[config.mk]
export PLATFORM = sky130hd
export DESIGN_NAME = alu_bitserial_seq
export DESIGN_NICKNAME = d
export VERILOG_FILES = /design/src/rtl/alu_bitserial_seq.sv
export SDC_FILE = /design/constraint.sdc
export NUM_CORES = 1
export LEC_CHECK = 0
export CORE_MARGIN = 2
export CORE_UTILIZATION = 35
export CTS_CLUSTER_DIAMETER = 200
export DETAILED_ROUTE_END_ITERATION = 6
export GPL_ROUTABILITY_DRIVEN = 0
export PLACE_DENSITY_LB_ADDON = 0.08
export SLEW_MARGIN = 20
export SYNTH_ARGS = -nofsm -noshare
export SYNTH_HDL_FRONTEND = slang
export SYNTH_SLANG_ARGS = --single-unit
export TNS_END_PERCENT = 1
[constraint.sdc]
create_clock -name clk -period 7 [get_ports clk]
set_input_delay 0.7 -clock clk [delete_from_list [all_inputs] [get_ports clk]]
set_output_delay 0.7 -clock clk [all_outputs]
set_load 0.01 [all_outputs]
[src/rtl/alu_bitserial_seq.sv]
`default_nettype none
// +--------------------------------------------------------------------------+
// | alu_bitserial_seq: bit-serial ALU sequencer, LSB first, start/valid.     |
// | Optional ALU_SLTU_EN adds unsigned set-less-than on alu_ctrl 1000. r1.0  |
// +--------------------------------------------------------------------------+
module alu_bitserial_seq #(
  parameter int WIDTH = 32
) (
  input  logic             clk,
  input  logic             rst_n,
  input  logic             start,
  input  logic [WIDTH-1:0] a,
  input  logic [WIDTH-1:0] b,
  input  logic [3:0]       alu_ctrl,
  output logic             ready,
  output logic [WIDTH-1:0] result,
  output logic             zero,
  output logic             overflow,
  output logic             valid
);

  localparam int             CW   = $clog2(WIDTH);
  localparam logic [CW-1:0]  LAST = CW'(WIDTH - 1);

  localparam logic [1:0] S_IDLE   = 2'd0;
  localparam logic [1:0] S_SHIFT  = 2'd1;
  localparam logic [1:0] S_FINISH = 2'd2;

  localparam logic [3:0] C_AND  = 4'b0000;
  localparam logic [3:0] C_OR   = 4'b0001;
  localparam logic [3:0] C_ADD  = 4'b0010;
  localparam logic [3:0] C_SUB  = 4'b0110;
  localparam logic [3:0] C_SLT  = 4'b0111;
  localparam logic [3:0] C_NOR  = 4'b1100;
  localparam logic [3:0] C_SLTU = 4'b1000;

  logic [1:0]       state_q, state_d;
  logic [WIDTH-1:0] a_q, b_q, res_sh_q, result_q;
  logic [3:0]       ctrl_q;
  logic             ainv_q, binv_q;
  logic [1:0]       op_q;
  logic [CW-1:0]    count_q;
  logic             carry_q, cin_msb_q, cout_msb_q, set_msb_q;
  logic             zero_q, ovf_q, valid_q;

  logic             dec_ainv_d, dec_binv_d;
  logic [1:0]       dec_op_d;
  logic             abit_d, bbit_d, sum_d, cout_d, slice_d;
  logic             ovf_d, fin_ovf_d;
  logic [WIDTH-1:0] fin_res_d;

  always_comb begin
    dec_ainv_d = 1'b0;
    dec_binv_d = 1'b0;
    dec_op_d   = 2'b00;
    case (alu_ctrl)
      C_OR:  dec_op_d = 2'b01;
      C_ADD: dec_op_d = 2'b10;
      C_SUB: begin dec_binv_d = 1'b1; dec_op_d = 2'b10; end
      C_SLT: begin dec_binv_d = 1'b1; dec_op_d = 2'b11; end
      C_NOR: begin dec_ainv_d = 1'b1; dec_binv_d = 1'b1; end
`ifdef ALU_SLTU_EN
      C_SLTU: begin dec_binv_d = 1'b1; dec_op_d = 2'b11; end
`endif
      default: dec_op_d = 2'b00;
    endcase
  end

  // One-bit ALU slice; Less is tied to 0 here and fixed up in FINISH.
  always_comb begin
    abit_d = a_q[count_q] ^ ainv_q;
    bbit_d = b_q[count_q] ^ binv_q;
    sum_d  = abit_d ^ bbit_d ^ carry_q;
    cout_d = (abit_d & bbit_d) | (abit_d & carry_q) | (bbit_d & carry_q);
    case (op_q)
      2'b00:   slice_d = abit_d & bbit_d;
      2'b01:   slice_d = abit_d | bbit_d;
      2'b10:   slice_d = sum_d;
      default: slice_d = 1'b0;
    endcase
  end

  always_comb begin
    ovf_d     = cin_msb_q ^ cout_msb_q;
    fin_res_d = '0;
    fin_ovf_d = 1'b0;
    case (ctrl_q)
      C_AND, C_OR, C_NOR: fin_res_d = res_sh_q;
      C_ADD, C_SUB: begin
        fin_res_d = res_sh_q;
        fin_ovf_d = ovf_d;
      end
      C_SLT: fin_res_d = {{(WIDTH-1){1'b0}}, set_msb_q ^ ovf_d};
`ifdef ALU_SLTU_EN
      C_SLTU: fin_res_d = {{(WIDTH-1){1'b0}}, ~cout_msb_q};
`endif
      default: fin_res_d = '0;
    endcase
  end

  always_ff @(posedge clk) begin
    if (!rst_n) state_q <= S_IDLE;
    else        state_q <= state_d;
  end

  always_comb begin
    state_d = state_q;
    case (state_q)
      S_IDLE:   if (start) state_d = S_SHIFT;
      S_SHIFT:  if (count_q == LAST) state_d = S_FINISH;
      S_FINISH: state_d = S_IDLE;
      default:  state_d = S_IDLE;
    endcase
  end

  always_comb begin
    ready = (state_q == S_IDLE);
  end

  always_ff @(posedge clk) begin
    if (!rst_n) begin
      a_q        <= '0;
      b_q        <= '0;
      ctrl_q     <= '0;
      ainv_q     <= 1'b0;
      binv_q     <= 1'b0;
      op_q       <= '0;
      count_q    <= '0;
      carry_q    <= 1'b0;
      res_sh_q   <= '0;
      cin_msb_q  <= 1'b0;
      cout_msb_q <= 1'b0;
      set_msb_q  <= 1'b0;
      result_q   <= '0;
      zero_q     <= 1'b0;
      ovf_q      <= 1'b0;
      valid_q    <= 1'b0;
    end else begin
      valid_q <= 1'b0;
      case (state_q)
        S_IDLE: if (start) begin
          a_q     <= a;
          b_q     <= b;
          ctrl_q  <= alu_ctrl;
          ainv_q  <= dec_ainv_d;
          binv_q  <= dec_binv_d;
          op_q    <= dec_op_d;
          carry_q <= dec_binv_d;
          count_q <= '0;
        end
        S_SHIFT: begin
          carry_q  <= cout_d;
          res_sh_q <= {slice_d, res_sh_q[WIDTH-1:1]};
          count_q  <= count_q + CW'(1);
          if (count_q == LAST) begin
            cin_msb_q  <= carry_q;
            cout_msb_q <= cout_d;
            set_msb_q  <= sum_d;
          end
        end
        S_FINISH: begin
          result_q <= fin_res_d;
          zero_q   <= (fin_res_d == '0);
          ovf_q    <= fin_ovf_d;
          valid_q  <= 1'b1;
        end
        default: ;
      endcase
    end
  end

  assign result   = result_q;
  assign zero     = zero_q;
  assign overflow = ovf_q;
  assign valid    = valid_q;

endmodule
`default_nettype wire
==> summary.txt, run 1 <==
Run status
  • Status: finished, final reports clean

Yosys
  • Post-synth top cells: nand2_1 (245), dfxtp_1 (150), a21oi_1 (145), nand3_1 (44), mux2i_1 (32)
  • Post-Syn Instances: 767
  • Most common cell in the netlist: nand2_1
  • Fraction of registers with async set/reset: 0%
  • Avg Cell Area, Syn: 8.011 um^2
  • Post-synthesis cell area: 0.006145 mm^2
  • Synth warn: 0
  • Post-synth EDFFs: 0
  • Post-synth top area share: 48.87%
  • Most area-hungry cell type in the Yosys netlist: dfxtp_1
  • Post-synth top flop: dfxtp_1
  • Netlist cell types: 38
  • Post-synthesis net count: 843
  • Main area contributors after synthesis: dfxtp_1 (49%), nand2_1 (15%), a21oi_1 (12%), mux2i_1 (5.2%), nand3_1 (3.6%)
  • Yosys reg bits: 150
  • Register area share after synthesis: 48.87%

Clocking
  • Clk slew on worst S/H paths: 60 ps
  • CTS Buffer Depth: 2
  • CTS tree: done
  • Post-cts sizing count: 0
  • CTS Buf Count: 17
  • Hold-fix buffers, CTS: 0
  • Clk sinks: 150
  • Post-CTS setup buffers: 0
  • Clk_lat worst skew: 410 ps
  • H-tree depth: 4
  • Clk root buf: clkbuf_16

Worst setup path
  • RR Startpoint: count_q[1]
  • Critical Path End Type: register
  • Worst EP required: 7270 ps
  • Worst R2R Setup Slack: 4050 ps
  • Critical Path AT: 3220 ps
  • R2R Path End: res_sh_q[31]
  • R2R cell count: 10
  • Startpoint types: register
  • Peak fanout along the critical path: 35
  • Critical path class: register to register

Die
  • DIE WIDTH: 136.5 um
  • Die area: 0.01863 mm^2
  • I/O pin total: 107
  • # rows: 48
  • Die Y: 136.5 um
  • Core Area: 0.01724 mm^2
  • Initial core utilization: 35.65%

Timing
  • Final setup viols: 0
  • Worst slew margin: 33.14%
  • Max Clock Freq: 0.3391 GHz
  • Minimum clock period: 2949 ps
  • Final setup TNS: 0 ps
  • RSZ-0062 raised after global routing: false
  • Final hold viol count: 0
  • Final period utilization: 42.13%
  • Clk_skew: 4.052 ps
  • Max-slew violation count: 0
  • Worst-Margin Slew: 1003 ps
  • Final worst-path setup slack: 4051 ps

Detailed routing
  • Routed WL: 15150 um
  • DR WL/cell: 14.12 um
  • Met3 WL post-DR: 647 um
  • Drt via density: 4.964
  • Via count: 5326
  • DR iter-0 viols: 373
  • Detail Route Antenna Nets: 0
  • Routed met1 length: 7788 um
  • Met2 WL: 6515 um
  • Drt drc: 0
  • Highest routed layer: met4
  • Pre-Repair DR Iteration Count: 7

Min path
  • Worst hold path startpoint: result[2]
  • Hold depth: 2
  • Worst Hold End: result[2]
  • Hold Crit Class: register to register

Layout
  • Cell area after layout: 0.007745 mm^2
  • # fillers: 1672
  • Syn-to-layout area delta: 26.04%
  • Share of layout cells above drive strength 1: 4.953%
  • Core Util, Final: 44.93%
  • Multi-input gate area: 0.002838 mm^2
  • Antenna Cells: 0
  • Seq. cell area: 0.003004 mm^2
  • Nets: 916

Power and ir drop
  • PD cells: 239.5 mW/mm^2
  • Maximum VDD drop: 0.0001690 V
  • Leakage: 2.586 nW

GRT
  • First-pass GRT wire length: 25440 um
  • Initial antenna violation count: 0
  • Number of global-route vias before repair: 5067
  • Pin count of the biggest net entering global routing: 84
  • Overflow after GRT: 0
  • Gr usage total: 17.06%

Placement
  • Post-placement cell area: 0.007251 mm^2
  • Worst slack, placed: 4050 ps
  • IO buf count: 106
  • DP HPWL: 9985 um

Flow run
  • Max_cap viols: 0
power breakdown:
part	leakage [nW]	total [W]	internal (W)	switching (W)
registers	1.22	0.000903	0.000881	0.0000215
clock network	0.239	0.000784	0.000459	0.000325
logic	1.13	0.000168	0.0000753	0.0000930
final cells by class:
type | instances | share of cell area, %
Sequential cell | 150 | 38.79
Multi-Input combinational cell | 556 | 36.64
Timing Repair Buffer | 114 | 14.48
Clock buffer | 22 | 5.994
Tap cell | 225 | 3.635
Clock inverter | 5 | 0.3877
Inverter | 1 | 0.08078
worst max-delay path: stages (launching register included):
cell and delay (ps):
dfxtp_2 990, mux2i_1 210, a22oi_1 230, nand4b_1 180
nand4_2 140, xor2_1 250, fa_1 480, nand2_1 70
o221ai_1 100, o21ai_0 110, nor2_1 50
flip-flops by register name, indices dropped and copies added (netlist names), 2 cells and up:
name / flops
b_q: 32
res_sh_q: 32
a_q: 32
state_q: 2
count_q: 5
result: 32
ctrl_q: 4
op_q: 2
worst max-delay path by stage:
stage | to | depth (start not counted) | from | slack, ps
floorplan | res_sh_q[31] | 12 | count_q[1] | 4760
global placement | res_sh_q[31] | 10 | count_q[1] | 4180
detailed placement | res_sh_q[31] | 10 | count_q[1] | 4050
CTS | res_sh_q[31] | 10 | count_q[1] | 4040
global route | res_sh_q[31] | 10 | count_q[1] | 3770
finish | res_sh_q[31] | 10 | count_q[1] | 4050
routing by layer:
metal  up-vias  track usage [%]
li1       2728                -
met1      2458            25.32
met2       127            24.56
met3        13            3.407
met4         0            5.671
met5         -                0
per-stage QoR:
step / hold slack (ps) / power, W / cells
after floorplan: 435.7 / 0.001022 / 767
after global placement: 444.0 / 0.001087 / 1046
after detailed placement: 443.0 / 0.001090 / 1046
after CTS: 450.5 / 0.001877 / 1073
after global routing: 469.0 / 0.001936 / 1073
final: 447.2 / 0.001855 / 1073
logic make-up after synthesis:
kind of cell    Yosys count  synth area share, %
compound gates          172                14.93
xor+xnor                  7               0.9978
fa+ha+maj                 5                1.140
buf+inv                  61                5.090
flops                   150                48.87
mux                      33                5.396
simple gates            339                23.58
cells in the final DEF (no fill, tap or decap), drive strengths merged, types with 6 or more instances in the layout:
| master | netlist | layout |
|---|---|---|
| nor2 | 14 | 14 |
| nor4 | 8 | 8 |
| o21ai | 6 | 6 |
| nand3 | 44 | 44 |
| clkdlybuf4s50 | 0 | 106 |
| clkbuf | 31 | 22 |
| nand2 | 245 | 245 |
| nand4 | 6 | 6 |
| buf | 29 | 8 |
| mux2i | 32 | 32 |
| dfxtp | 150 | 150 |
| a22oi | 17 | 17 |
| a21oi | 145 | 145 |
(Power assumes the default switching activity.)
==> run 2: changes to the inputs <==
- clock period: 7 -> 2.5 ns (I/O delays scaled with it)
==> summary.txt, run 2 (synthesis results as in run 1) <==
Die
  • Die Y: 136.5 um (unchanged)
  • Core Area: 0.01724 mm^2 (unchanged)
  • Initial core utilization: 35.65% (unchanged)
  • DIE WIDTH: 136.5 um (unchanged)
  • # rows: 48 (unchanged)
  • I/O pin total: 107 (unchanged)
  • Die area: 0.01863 mm^2 (unchanged)

Worst setup path
  • Critical Path AT: 2850 ps (-370 ps)
  • R2R cell count: 12 (+2)
  • Critical Path End Type: register
  • R2R Path End: res_sh_q[31]
  • Critical path class: register to register
  • Worst R2R Setup Slack: 10 ps (-4040 ps)
  • RR Startpoint: count_q[1]
  • Peak fanout along the critical path: 8 (-77%)
  • Startpoint types: register
  • Worst EP required: 2860 ps (-4410 ps)

Timing
  • RSZ-0062 raised after global routing: true
  • Clk_skew: 7.853 ps (+3.802 ps)
  • Max-slew violation count: 0 (unchanged)
  • Final hold viol count: 0 (unchanged)
  • Max Clock Freq: 0.4024 GHz (+19%)
  • Final setup viols: 0 (unchanged)
  • Worst-Margin Slew: 647.9 ps (-355.0 ps)
  • Worst slew margin: 56.61% (+23 points)
  • Final worst-path setup slack: 14.98 ps (-4036 ps)
  • Final period utilization: 99.40% (+57 points)
  • Minimum clock period: 2485 ps (-464.3 ps)

Layout
  • Most common cell after layout, fill and taps aside: nand2_1
  • # fillers: 1662 (-0.60%)
  • Syn-to-layout area delta: 31.42%
  • Antenna Cells: 0 (unchanged)
  • Core Util, Final: 46.85% (+1.9 points)
  • Nets: 928 (+1.3%)
  • Most frequent cells in the layout: nand2_1 (244), dfxtp_1 (148), a21oi_1 (145)
  • Share of layout cells above drive strength 1: 8.555% (+3.6 points)

Detailed routing
  • Drt drc: 0 (unchanged)
  • Drt via density: 4.919 (-0.89%)
  • Pre-Repair DR Iteration Count: 5 (-2)
  • DR WL/cell: 14.05 um (-0.47%)
  • Via count: 5362 (+0.68%)
  • DR iter-0 viols: 346 (-7.2%)
  • Routed WL: 15310 um (+1.1%)
  • Detail Route Antenna Nets: 0 (unchanged)

Power and ir drop
  • Flop pwr share: 45.6% (-3.1 points)
  • Clk pwr share: 44.8% (+2.5 points)
  • PD cells: 683.8 mW/mm^2 (+190%)
  • Leakage: 2.727 nW (+5.4%)
  • Net switching power: 0.001337 W (+200%)
  • Total power: 0.005522 W (+200%)
  • Internal: 0.004185 W (+200%)
  • Sw Ratio: 24.22% (+0.53 points)
  • Maximum VDD drop: 0.0004856 V (+190%)
  • Combinational Power Share: 9.6% (+0.5 points)

Min path
  • Worst Hold End: b_q[5]
  • Worst hold path startpoint: b[5]
  • Hold Crit Class: primary input to register
  • Hold depth: 3 (+1)

Clocking
  • CTS Buf Count: 17 (unchanged)
  • Clk slew on worst S/H paths: 60 ps (about the same)
  • H-tree depth: 4 (unchanged)
  • Hold-fix buffers, CTS: 0 (unchanged)
  • Clk_lat worst skew: 430 ps (+20 ps)
  • Clk root buf: clkbuf_16
  • CTS tree: done
  • Clk sinks: 150 (unchanged)
  • CTS Buffer Depth: 2 (unchanged)

Placement
  • Worst slack, placed: -140.7 ps (-4191 ps)
  • DP HPWL: 10370 um (+3.9%)
  • IO buf count: 106 (unchanged)

GRT
  • Gr usage total: 17.08% (about the same)
  • Initial antenna violation count: 0 (unchanged)
  • Pin count of the biggest net entering global routing: 77 (-8.3%)
  • Overflow after GRT: 0 (unchanged)
  • First-pass GRT wire length: 25210 um (-0.90%)
  • Number of global-route vias before repair: 5084 (+0.34%)

Run status
  • Status: finished, final reports clean

Flow run
  • Max_cap viols: 0 (unchanged)
-- run 2: repair_timing --
item                       in CTS  in global routing
cloned                          0                  0
resized for setup               2                 16
setup endpoints to repair       1                  1
buffers inserted                0                  6
pin swaps                       0                  9
-- run 2: power groups by stage --
| stage | clock network [W] | registers, W | logic (W) |
|---|---|---|---|
| finish | 0.00247 | 0.00252 | 0.000531 |
| global route | 0.00263 | 0.00253 | 0.000589 |
| CTS | 0.00252 | 0.00252 | 0.000513 |
| detailed placement | 0 | 0.00257 | 0.000510 |
| global placement | 0 | 0.00258 | 0.000493 |
| floorplan | 0 | 0.00255 | 0.000311 |
-- run 2: area by class of cell --
class	instances	area, um^2	share of cell area [%]
sequential	150	3008	37.25
multi-input combinational	556	2890	35.79
timing repair buffer	126	1311	16.24
clock buffer	21	480.5	5.950
tap	225	281.5	3.486
clock inverter	11	97.59	1.209
inverter	1	6.256	0.07747
-- run 2: metrics by stage --
stage / cells / instance area (um^2) / hold WS [ps] / setup TNS (ps)
after floorplan: 767 / 6145 / 386.0 / 0
after global placement: 1052 / 7383 / 443.5 / -2.293
after detailed placement: 1052 / 7383 / 444.1 / -140.7
after CTS: 1084 / 7966 / 357.9 / 0
after global routing: 1090 / 8075 / 369.8 / -132.8
final: 1090 / 8075 / 371.9 / 0
-- run 2: how the worst max path moves through the flow --
stage	from	to	slack [ps]
floorplan	count_q[1]	res_sh_q[31]	260
global placement	count_q[0]	res_sh_q[31]	-2
detailed placement	count_q[0]	res_sh_q[31]	-140
CTS	count_q[3]	res_sh_q[31]	20
global route	count_q[1]	res_sh_q[31]	-130
finish	count_q[1]	res_sh_q[31]	10
-- run 2: critical path, cell delays in order (launching register included) --
cell      delay, ps
dfxtp_4         370
buf_12          120
buf_12          130
mux2i_2         220
a22oi_2          90
nand4b_1        120
nand4_2         180
xor2_2          230
fa_1            550
nand2_1          80
o221ai_2        150
o21ai_1          90
nor2_1          110
-- run 2: per-layer routing --
metal	vias up	part of all wire [%]	GRT usage (%)
li1	2761	-	-
met1	2478	52	24.97
met2	108	43	24.56
met3	15	3.6	3.667
met4	0	1.4	6.250
met5	-	0	0
==> run 3: changes to the inputs <==
- CORE_UTILIZATION: 35 -> 28
- PLACE_DENSITY_LB_ADDON: 0.08 -> 0.1
- SLEW_MARGIN: 20 -> 10
==> summary.txt, run 3 (synthesis results as in run 1) <==
Placement
  • DP HPWL: 11450 um (+10%)
  • IO buf count: 106 (unchanged)
  • Worst slack, placed: -26.56 ps (+114.2 ps)

Timing
  • Worst-Margin Slew: 559.3 ps (-88.63 ps)
  • Final setup TNS: 0 ps (unchanged)
  • Max Clock Freq: 0.4141 GHz (+2.9%)
  • RSZ-0062 raised after global routing: true
  • Final worst-path setup slack: 84.96 ps (+69.98 ps)
  • Final hold viol count: 0 (unchanged)
  • Final period utilization: 96.60% (-2.8 points)
  • Max-slew violation count: 0 (unchanged)
  • Clk_skew: 6.663 ps (-1.190 ps)
  • Minimum clock period: 2415 ps (-69.98 ps)
  • Worst slew margin: 62.54% (+5.9 points)
  • Final setup viols: 0 (unchanged)

GRT
  • Overflow after GRT: 0 (unchanged)
  • Number of global-route vias before repair: 5293 (+4.1%)
  • Gr usage total: 14.40% (-2.7 points)
  • Initial antenna violation count: 0 (unchanged)
  • First-pass GRT wire length: 27320 um (+8.3%)
  • Pin count of the biggest net entering global routing: 77 (unchanged)

Power and ir drop
  • Internal: 0.004308 W (+3.0%)
  • Flop pwr share: 44.7% (-0.9 points)
  • Net switching power: 0.001338 W (about the same)
  • Sw Ratio: 23.70% (-0.52 points)
  • Clk pwr share: 46.0% (+1.2 points)
  • Combinational Power Share: 9.3% (-0.3 points)
  • Maximum VDD drop: 0.0004027 V (-17%)
  • Leakage: 2.761 nW (+1.3%)
  • PD cells: 690.3 mW/mm^2 (+0.95%)

Detailed routing
  • Drt drc: 0 (unchanged)
  • Drt via density: 4.668 (-5.1%)
  • Pre-Repair DR Iteration Count: 6 (+1)
  • DR WL/cell: 14.52 um (+3.3%)
  • Routed WL: 16670 um (+8.8%)
  • Via count: 5359 (-0.056%)
  • Detail Route Antenna Nets: 0 (unchanged)
  • DR iter-0 viols: 208 (-40%)

Worst setup path
  • RR Startpoint: count_q[1]
  • Critical Path End Type: register
  • Worst setup path endpoint: res_sh_q[31]
  • Startpoint types: register
  • R2R Path End: res_sh_q[31]
  • Worst R2R Setup Slack: 80 ps (+70 ps)
  • Worst EP required: 2850 ps (about the same)
  • Peak fanout along the critical path: 6 (-2)
  • R2R cell count: 11 (-1)
  • Critical Path AT: 2760 ps (-90 ps)
  • Crit path launch: count_q[1]
  • Critical path class: register to register

Die
  • Die Y: 152.1 um (+11%)
  • Core Area: 0.02169 mm^2 (+26%)
  • # rows: 54 (+13%)
  • I/O pin total: 107 (unchanged)
  • Die area: 0.02315 mm^2 (+24%)
  • DIE WIDTH: 152.1 um (+11%)
  • Initial core utilization: 28.33% (-7.3 points)

Clocking
  • CTS Buffer Depth: 2 (unchanged)
  • CTS Buf Count: 17 (unchanged)
  • Hold-fix buffers, CTS: 0 (unchanged)
  • Clk root buf: clkbuf_16
  • Clk slew on worst S/H paths: 60 ps (about the same)
  • CTS tree: done
  • Clk sinks: 150 (unchanged)
  • Clk_lat worst skew: 410 ps (-20 ps)
  • H-tree depth: 4 (unchanged)

Min path
  • Hold depth: 3 (unchanged)
  • Worst hold path startpoint: b[26]
  • Hold Crit Class: primary input to register

Run status
  • Status: finished, final reports clean

Layout
  • Share of layout cells above drive strength 1: 7.949% (-0.61 points)
  • Most frequent cells in the layout: nand2_1 (244), dfxtp_1 (149), a21oi_1 (145)
  • Most common cell after layout, fill and taps aside: nand2_1
  • Syn-to-layout area delta: 33.13%
  • Nets: 932 (+0.43%)
  • Antenna Cells: 0 (unchanged)

Flow run
  • Max_cap viols: 0 (unchanged)
[run 3: worst min-delay path by stage]
stage / endpoint / slack [ps]
floorplan: a_q[0] / 390
global placement: result[26] / 440
detailed placement: result[14] / 440
CTS: b_q[26] / 370
global route: a_q[3] / 370
finish: b_q[26] / 380
[run 3: power groups by stage]
| stage | Combinational, W | Sequential (W) | Clock [W] |
|---|---|---|---|
| CTS | 0.000516 | 0.00252 | 0.00267 |
| finish | 0.000527 | 0.00252 | 0.00260 |
| floorplan | 0.000311 | 0.00255 | 0 |
| global placement | 0.000500 | 0.00258 | 0 |
| detailed placement | 0.000514 | 0.00257 | 0 |
| global route | 0.000588 | 0.00253 | 0.00279 |
[run 3: final cells by class]
class                      count  area, um^2
fill                        2202       13510
sequential                   150        3007
multi-input combinational    556        2863
timing repair buffer         130        1356
clock buffer                  20       446.7
tap                          280       350.3
clock inverter                11       151.4
inverter                       1       6.256
[run 3: through the flow]
| stage | hold WS [ps] | util [%] | total power [W] | std cells | cell area, um^2 |
|---|---|---|---|---|---|
| 3_5_place_dp | 443.4 | 34.38 | 0.003087 | 1111 | 7457 |
| 6_report | 380.4 | 37.72 | 0.005647 | 1148 | 8180 |
| 4_1_cts | 369.9 | 37.15 | 0.005705 | 1142 | 8058 |
| 3_3_place_gp | 444.9 | 34.38 | 0.003080 | 1111 | 7457 |
| 2_1_floorplan | 386.0 | - | 0.002860 | 767 | 6145 |
| 5_1_grt | 367.3 | 37.72 | 0.005911 | 1148 | 8180 |
[run 3: what timing repair did]
action,in CTS,in global routing
buffers inserted,0,3
gates cloned,0,3
pin swaps,0,6
endpoints found under the hold margin,0,0
resized for setup,1,7
setup endpoints to repair,1,1
[run 3: critical path: stages, from the launching register on]
cell	delay [ps]
dfxtp_4	450
clkbuf_16	180
mux2i_1	190
a22oi_1	90
nand4b_1	150
nand4_2	160
xor2_2	220
fa_1	570
nand2_1	60
o221ai_2	120
o21ai_1	80
nor2_1	90
[run 3: routing by layer]
metal | global-route usage, % | part of all wire (%)
met5 | 0 | 0
met4 | 3.605 | 0.91
met3 | 3.726 | 3.9
met2 | 24.52 | 49
met1 | 18.23 | 47
==> RTL change 1: new RTL, flow settings as in run 2 <==
Put one more register stage on the output `overflow`, with the module's reset. The value now appears one clock later. The other outputs are not delayed to match.
--- a/src/rtl/alu_bitserial_seq.sv
+++ b/src/rtl/alu_bitserial_seq.sv
@@ -173,3 +173,9 @@
   assign zero     = zero_q;
-  assign overflow = ovf_q;
+  always_ff @(posedge clk) begin
+    if (!rst_n) begin
+      overflow <= '0;
+    end else begin
+      overflow <= ovf_q;
+    end
+  end
   assign valid    = valid_q;
Check against the original RTL: same outputs for any inputs over 10 cycles, from zero or initial values and one cycle with rst_n low; that may be too few to reach the edited logic, so the function may still have changed.
==> RTL change 1 against run 2 <==
- the run now ends with setup timing left
- die area shrank 0.81%
- synthesized cell count shrank 2.5%
- highest routed layer unchanged
- critical path type unchanged
- synthesized area down 0.83%
- wire length is 1.8% lower
- largest cell class unchanged
- global-route usage decreased by 0.45 points
- combinational power shrank 5.3%
- sequential share of layout area grew 0.33 points
- critical endpoint unchanged
- power shrank 1.6%
- setup slack got worse by 0.36 ns
- design area shrank 0.22%
- sequential power about the same
- sequential cell count is 1 higher
==> RTL change 1: results (changes against run 2) <==
The final-layout worst hold slack came out at 0.374 ns (+0.00254 ns). The endpoint of the worst hold-timing path is a_q[29]$_SDFFE_PN0P_. The placed wire-length estimate is 10300 µm (-0.83%).

The wire length of the first global-routing pass came out at 24400 µm (-3.2%). The worst setup slack before clock tree synthesis is -0.507 ns (-0.366 ns). The synthesized netlist net count came out at 824 (-2.3%).

The most used flip-flop cell after synthesis is sky130_fd_sc_hd__dfxtp_1. The met3 usage in global routing came out at 0.0380 (+0.00136). The depth of the worst register-to-register path is 9 (-3). From synthesis to final layout, the design area changed by 32.2%.

The leakage power figure was 2.78 nW (+2.0%). The flow ran to the end, but the final reports show violations. The detailed-routed wire length on met2 is 6460 µm (-1.9%). The total chip power is 0.00544 W (-1.6%). The post-route setup TNS is -0.491 ns (-0.491 ns).

The adder-cell area share of the yosys netlist came out at 0.0115 (+0.0000960). The smallest setup slack after layout came out at -0.342 ns (-0.357 ns). The DRC marker count from the first detailed-route iteration is 308 (-11%).

The power attributed to combinational cells is 0.000503 W (-5.3%). The global-route usage over all layers came to 0.166 (-0.00455). The met1 global-route usage is 0.235 (-0.0151). The sum of met3 wire segment lengths after detailed routing came to 668 µm (+20%).

The part of the power in the clock network was 0.442 (-0.006). The measured slew at the worst slew-check pin came to 0.589 ns (-0.0588 ns). The average wire length per cell after detail routing came out at 13.9 µm (-0.75%). The total congestion overflow came to 0 (unchanged). The final reports fail on setup timing. The number of global-route vias before repair is 4970 (-2.2%). The worst hold path belongs to the class in2reg.

The proportion of synthesized area in mux cells came to 0.0733 (+0.0193). The standard cell area after detailed placement is 7470 µm² (+1.1%). The internal power came out at 0.00409 W (-2.2%). The post-synthesis compound-gate area fraction came out at 0.136 (-0.0129).

The met1 wire length came to 7680 µm (-3.5%). Sorting the synthesized cells by area gives the leading types as sky130_fd_sc_hd__dfxtp_1 (50%), sky130_fd_sc_hd__nand2_1 (15%), sky130_fd_sc_hd__a21oi_1 (12%). The maximum number of pins on one net before global-route repair came out at 48 (-38%). The gate count after technology mapping is 748 (-2.5%). The unique cell type count in the Yosys netlist is 41 (+7.9%). The final setup skew is 0.00795 ns (+0.0000920 ns). The number of setup violations in the final report came to 3 (+3). The maximum fanout count along the critical path is 5 (-3). The maximum resistive drop on vdd came out at 0.000503 V (+3.6%).

Ranked by instance count, the synthesized netlist is headed by sky130_fd_sc_hd__nand2_1 (248), sky130_fd_sc_hd__dfxtp_1 (151), sky130_fd_sc_hd__a21oi_1 (146). The arrival time reported for the critical path endpoint came to 3.20 ns (+0.35 ns). The post-synthesis share of cell area spent on xor and xnor gates is 0.0101 (+0.0000840). The post-synthesis sequential area ratio came out at 0.496 (+0.00740).

The placed instance count came out at 1046 (-0.57%). The filler cell count is 1677 (+0.90%). The final wirelength is 15000 µm (-1.8%).

The critical register-to-register path startpoint is count_q[0]$_SDFFE_PN0P_. The fraction of final layout cells sized beyond drive strength 1 is 0.0984 (+0.0128). The global routing met2 resource utilization came to 0.246 (+0.000516).

The count of TritonRoute iterations in the first routing pass came to 4 (-1).
-- RTL change 1: critical path, stage by stage (launching register included) --
cell,delay [ns]
sky130_fd_sc_hd__dfxtp_4,0.40
sky130_fd_sc_hd__mux4_2,0.50
sky130_fd_sc_hd__mux4_2,0.48
sky130_fd_sc_hd__o211a_1,0.26
sky130_fd_sc_hd__xor2_2,0.17
sky130_fd_sc_hd__fa_1,0.53
sky130_fd_sc_hd__nand2_1,0.07
sky130_fd_sc_hd__o221ai_2,0.14
sky130_fd_sc_hd__o21ai_1,0.10
sky130_fd_sc_hd__nor2_1,0.12
-- RTL change 1: worst max path at each step --
stage	to	slack [ns]	startpoint
2_1_floorplan	res_sh_q[31]$_SDFFE_PN0P_	-0.31	count_q[0]$_SDFFE_PN0P_
3_3_place_gp	res_sh_q[31]$_SDFFE_PN0P_	-0.47	count_q[0]$_SDFFE_PN0P_
3_5_place_dp	res_sh_q[31]$_SDFFE_PN0P_	-0.51	count_q[0]$_SDFFE_PN0P_
4_1_cts	res_sh_q[31]$_SDFFE_PN0P_	-0.36	count_q[0]$_SDFFE_PN0P_
5_1_grt	res_sh_q[31]$_SDFFE_PN0P_	-0.46	count_q[0]$_SDFFE_PN0P_
6_report	res_sh_q[31]$_SDFFE_PN0P_	-0.34	count_q[0]$_SDFFE_PN0P_
-- RTL change 1: cell type report --
| class | instances | area share |
|---|---|---|
| clock buffers | 18 | 0.0533 |
| clock inverters | 14 | 0.0158 |
| inverters | 2 | 0.00124 |
| multi-input cells | 535 | 0.355 |
| flip-flops and latches | 151 | 0.376 |
| well taps | 225 | 0.0349 |
| repair buffers | 134 | 0.164 |
-- RTL change 1: timing repair --
action                                  in CTS  in global routing
buffers inserted                             1                  0
endpoints found under the setup margin       4                  4
pin swaps                                    2                  2
gates resized for setup                      7                  4
==> RTL change 2: new RTL, settings of run 2 <==
Without the edit above. The parameter `WIDTH` goes from 32 to 16.
--- a/src/rtl/alu_bitserial_seq.sv
+++ b/src/rtl/alu_bitserial_seq.sv
@@ -6,3 +6,3 @@
 module alu_bitserial_seq #(
-  parameter int WIDTH = 32
+  parameter int WIDTH = 16
 ) (
Ports: changed (resized a, b and result); port bits go from 107 to 59. No check against the original RTL was run, so the function may have changed too.
==> RTL change 2 against run 2 <==
- maximum frequency grew 4.3%
- global-route usage decreased by 2.2 points
- clock power down 65%
- setup slack better by 0.10 ns
- clock skew fell by 0.0012 ns
- sequential share of layout area up 0.94 points
- design area fell by 45%
- count of clock-buffer cells in the layout fell by 10
- die area is 42% lower
- critical endpoint is now res_sh_q[15]$_SDFFE_PN0P_
- sequential cell count shrank 65
- wire length down 50%
- power is 53% lower
- synthesized area shrank 43%
==> RTL change 2: results (changes against run 2) <==
The run finished with clean final reports. The number of vias per cell after detailed routing came to 4.88 (-0.80%). The number of global-route vias before repair came out at 2831 (-44%). The area of the multi-input gates came out at 1710 µm² (-41%). The sequential fraction of design power is 0.555 (+0.099).

The source-to-sink clock delay at the later pin of the worst-skew pair came out at 0.34 ns (-0.09 ns). The worst setup slack before clock tree synthesis is 0.0139 ns (+0.155 ns). The root buffer cell chosen for the clock tree is sky130_fd_sc_hd__clkbuf_8.

By area the synthesized netlist is led by sky130_fd_sc_hd__dfxtp_1 (48%), sky130_fd_sc_hd__nand2_1 (14%), sky130_fd_sc_hd__a21oi_1 (12%). The leakage power figure is 1.57 nW (-43%). The post-route non-filler standard cell count is 609 (-44%). The met1 global-route usage came out at 0.184 (-0.0653). The placed wire-length estimate was 5350 µm (-48%). The detailed-routed wire length on met2 is 3700 µm (-44%).

The depth of the worst register-to-register path came out at 9 (-3). The global-route usage over all layers came out at 0.149 (-0.0216). The number of buffers created by CTS was 9 (-8). The final wirelength came out at 7720 µm (-50%). The unique cell type count in the Yosys netlist came out at 37 (-2.6%). The synthesized netlist net count is 461 (-45%). The layout clock buffer count is 11 (-48%). The maximum number of pins on one net before global-route repair came to 42 (-45%). The slowest stage of the critical path belongs to the cell sky130_fd_sc_hd__mux4_1. The fraction of final layout cells sized beyond drive strength 1 came out at 0.0882 (+0.00269). The clock network power consumption is 0.000857 W (-65%).
RTL change 2: cell count changes after synthesis, moves of 7 or more:
cell	run 2	this run
sky130_fd_sc_hd__nand2_1	245	132
sky130_fd_sc_hd__a21oi_1	145	82
sky130_fd_sc_hd__clkbuf_1	29	22
sky130_fd_sc_hd__mux4_1	0	8
sky130_fd_sc_hd__mux2i_1	32	5
sky130_fd_sc_hd__dfxtp_1	150	85
sky130_fd_sc_hd__nand3_1	44	18
sky130_fd_sc_hd__buf_2	18	4
sky130_fd_sc_hd__a22oi_1	17	0
RTL change 2: what timing repair did:
action / in CTS / in global routing
hold buffers: 0 / 0
endpoints found under the setup margin: 0 / 1
resized for setup: 0 / 13
RTL change 2: cells by family after synthesis:
family                   count (synthesis)  synth area share
XOR/XNOR                                 7            0.0213
AO/OA/AOI/OAI                           95             0.141
flip-flops                              85             0.484
adder cells (fa/ha/maj)                  4            0.0164
AND/OR/NAND/NOR                        181             0.219
buffers and inverters                   30            0.0356
multiplexers                            16            0.0836
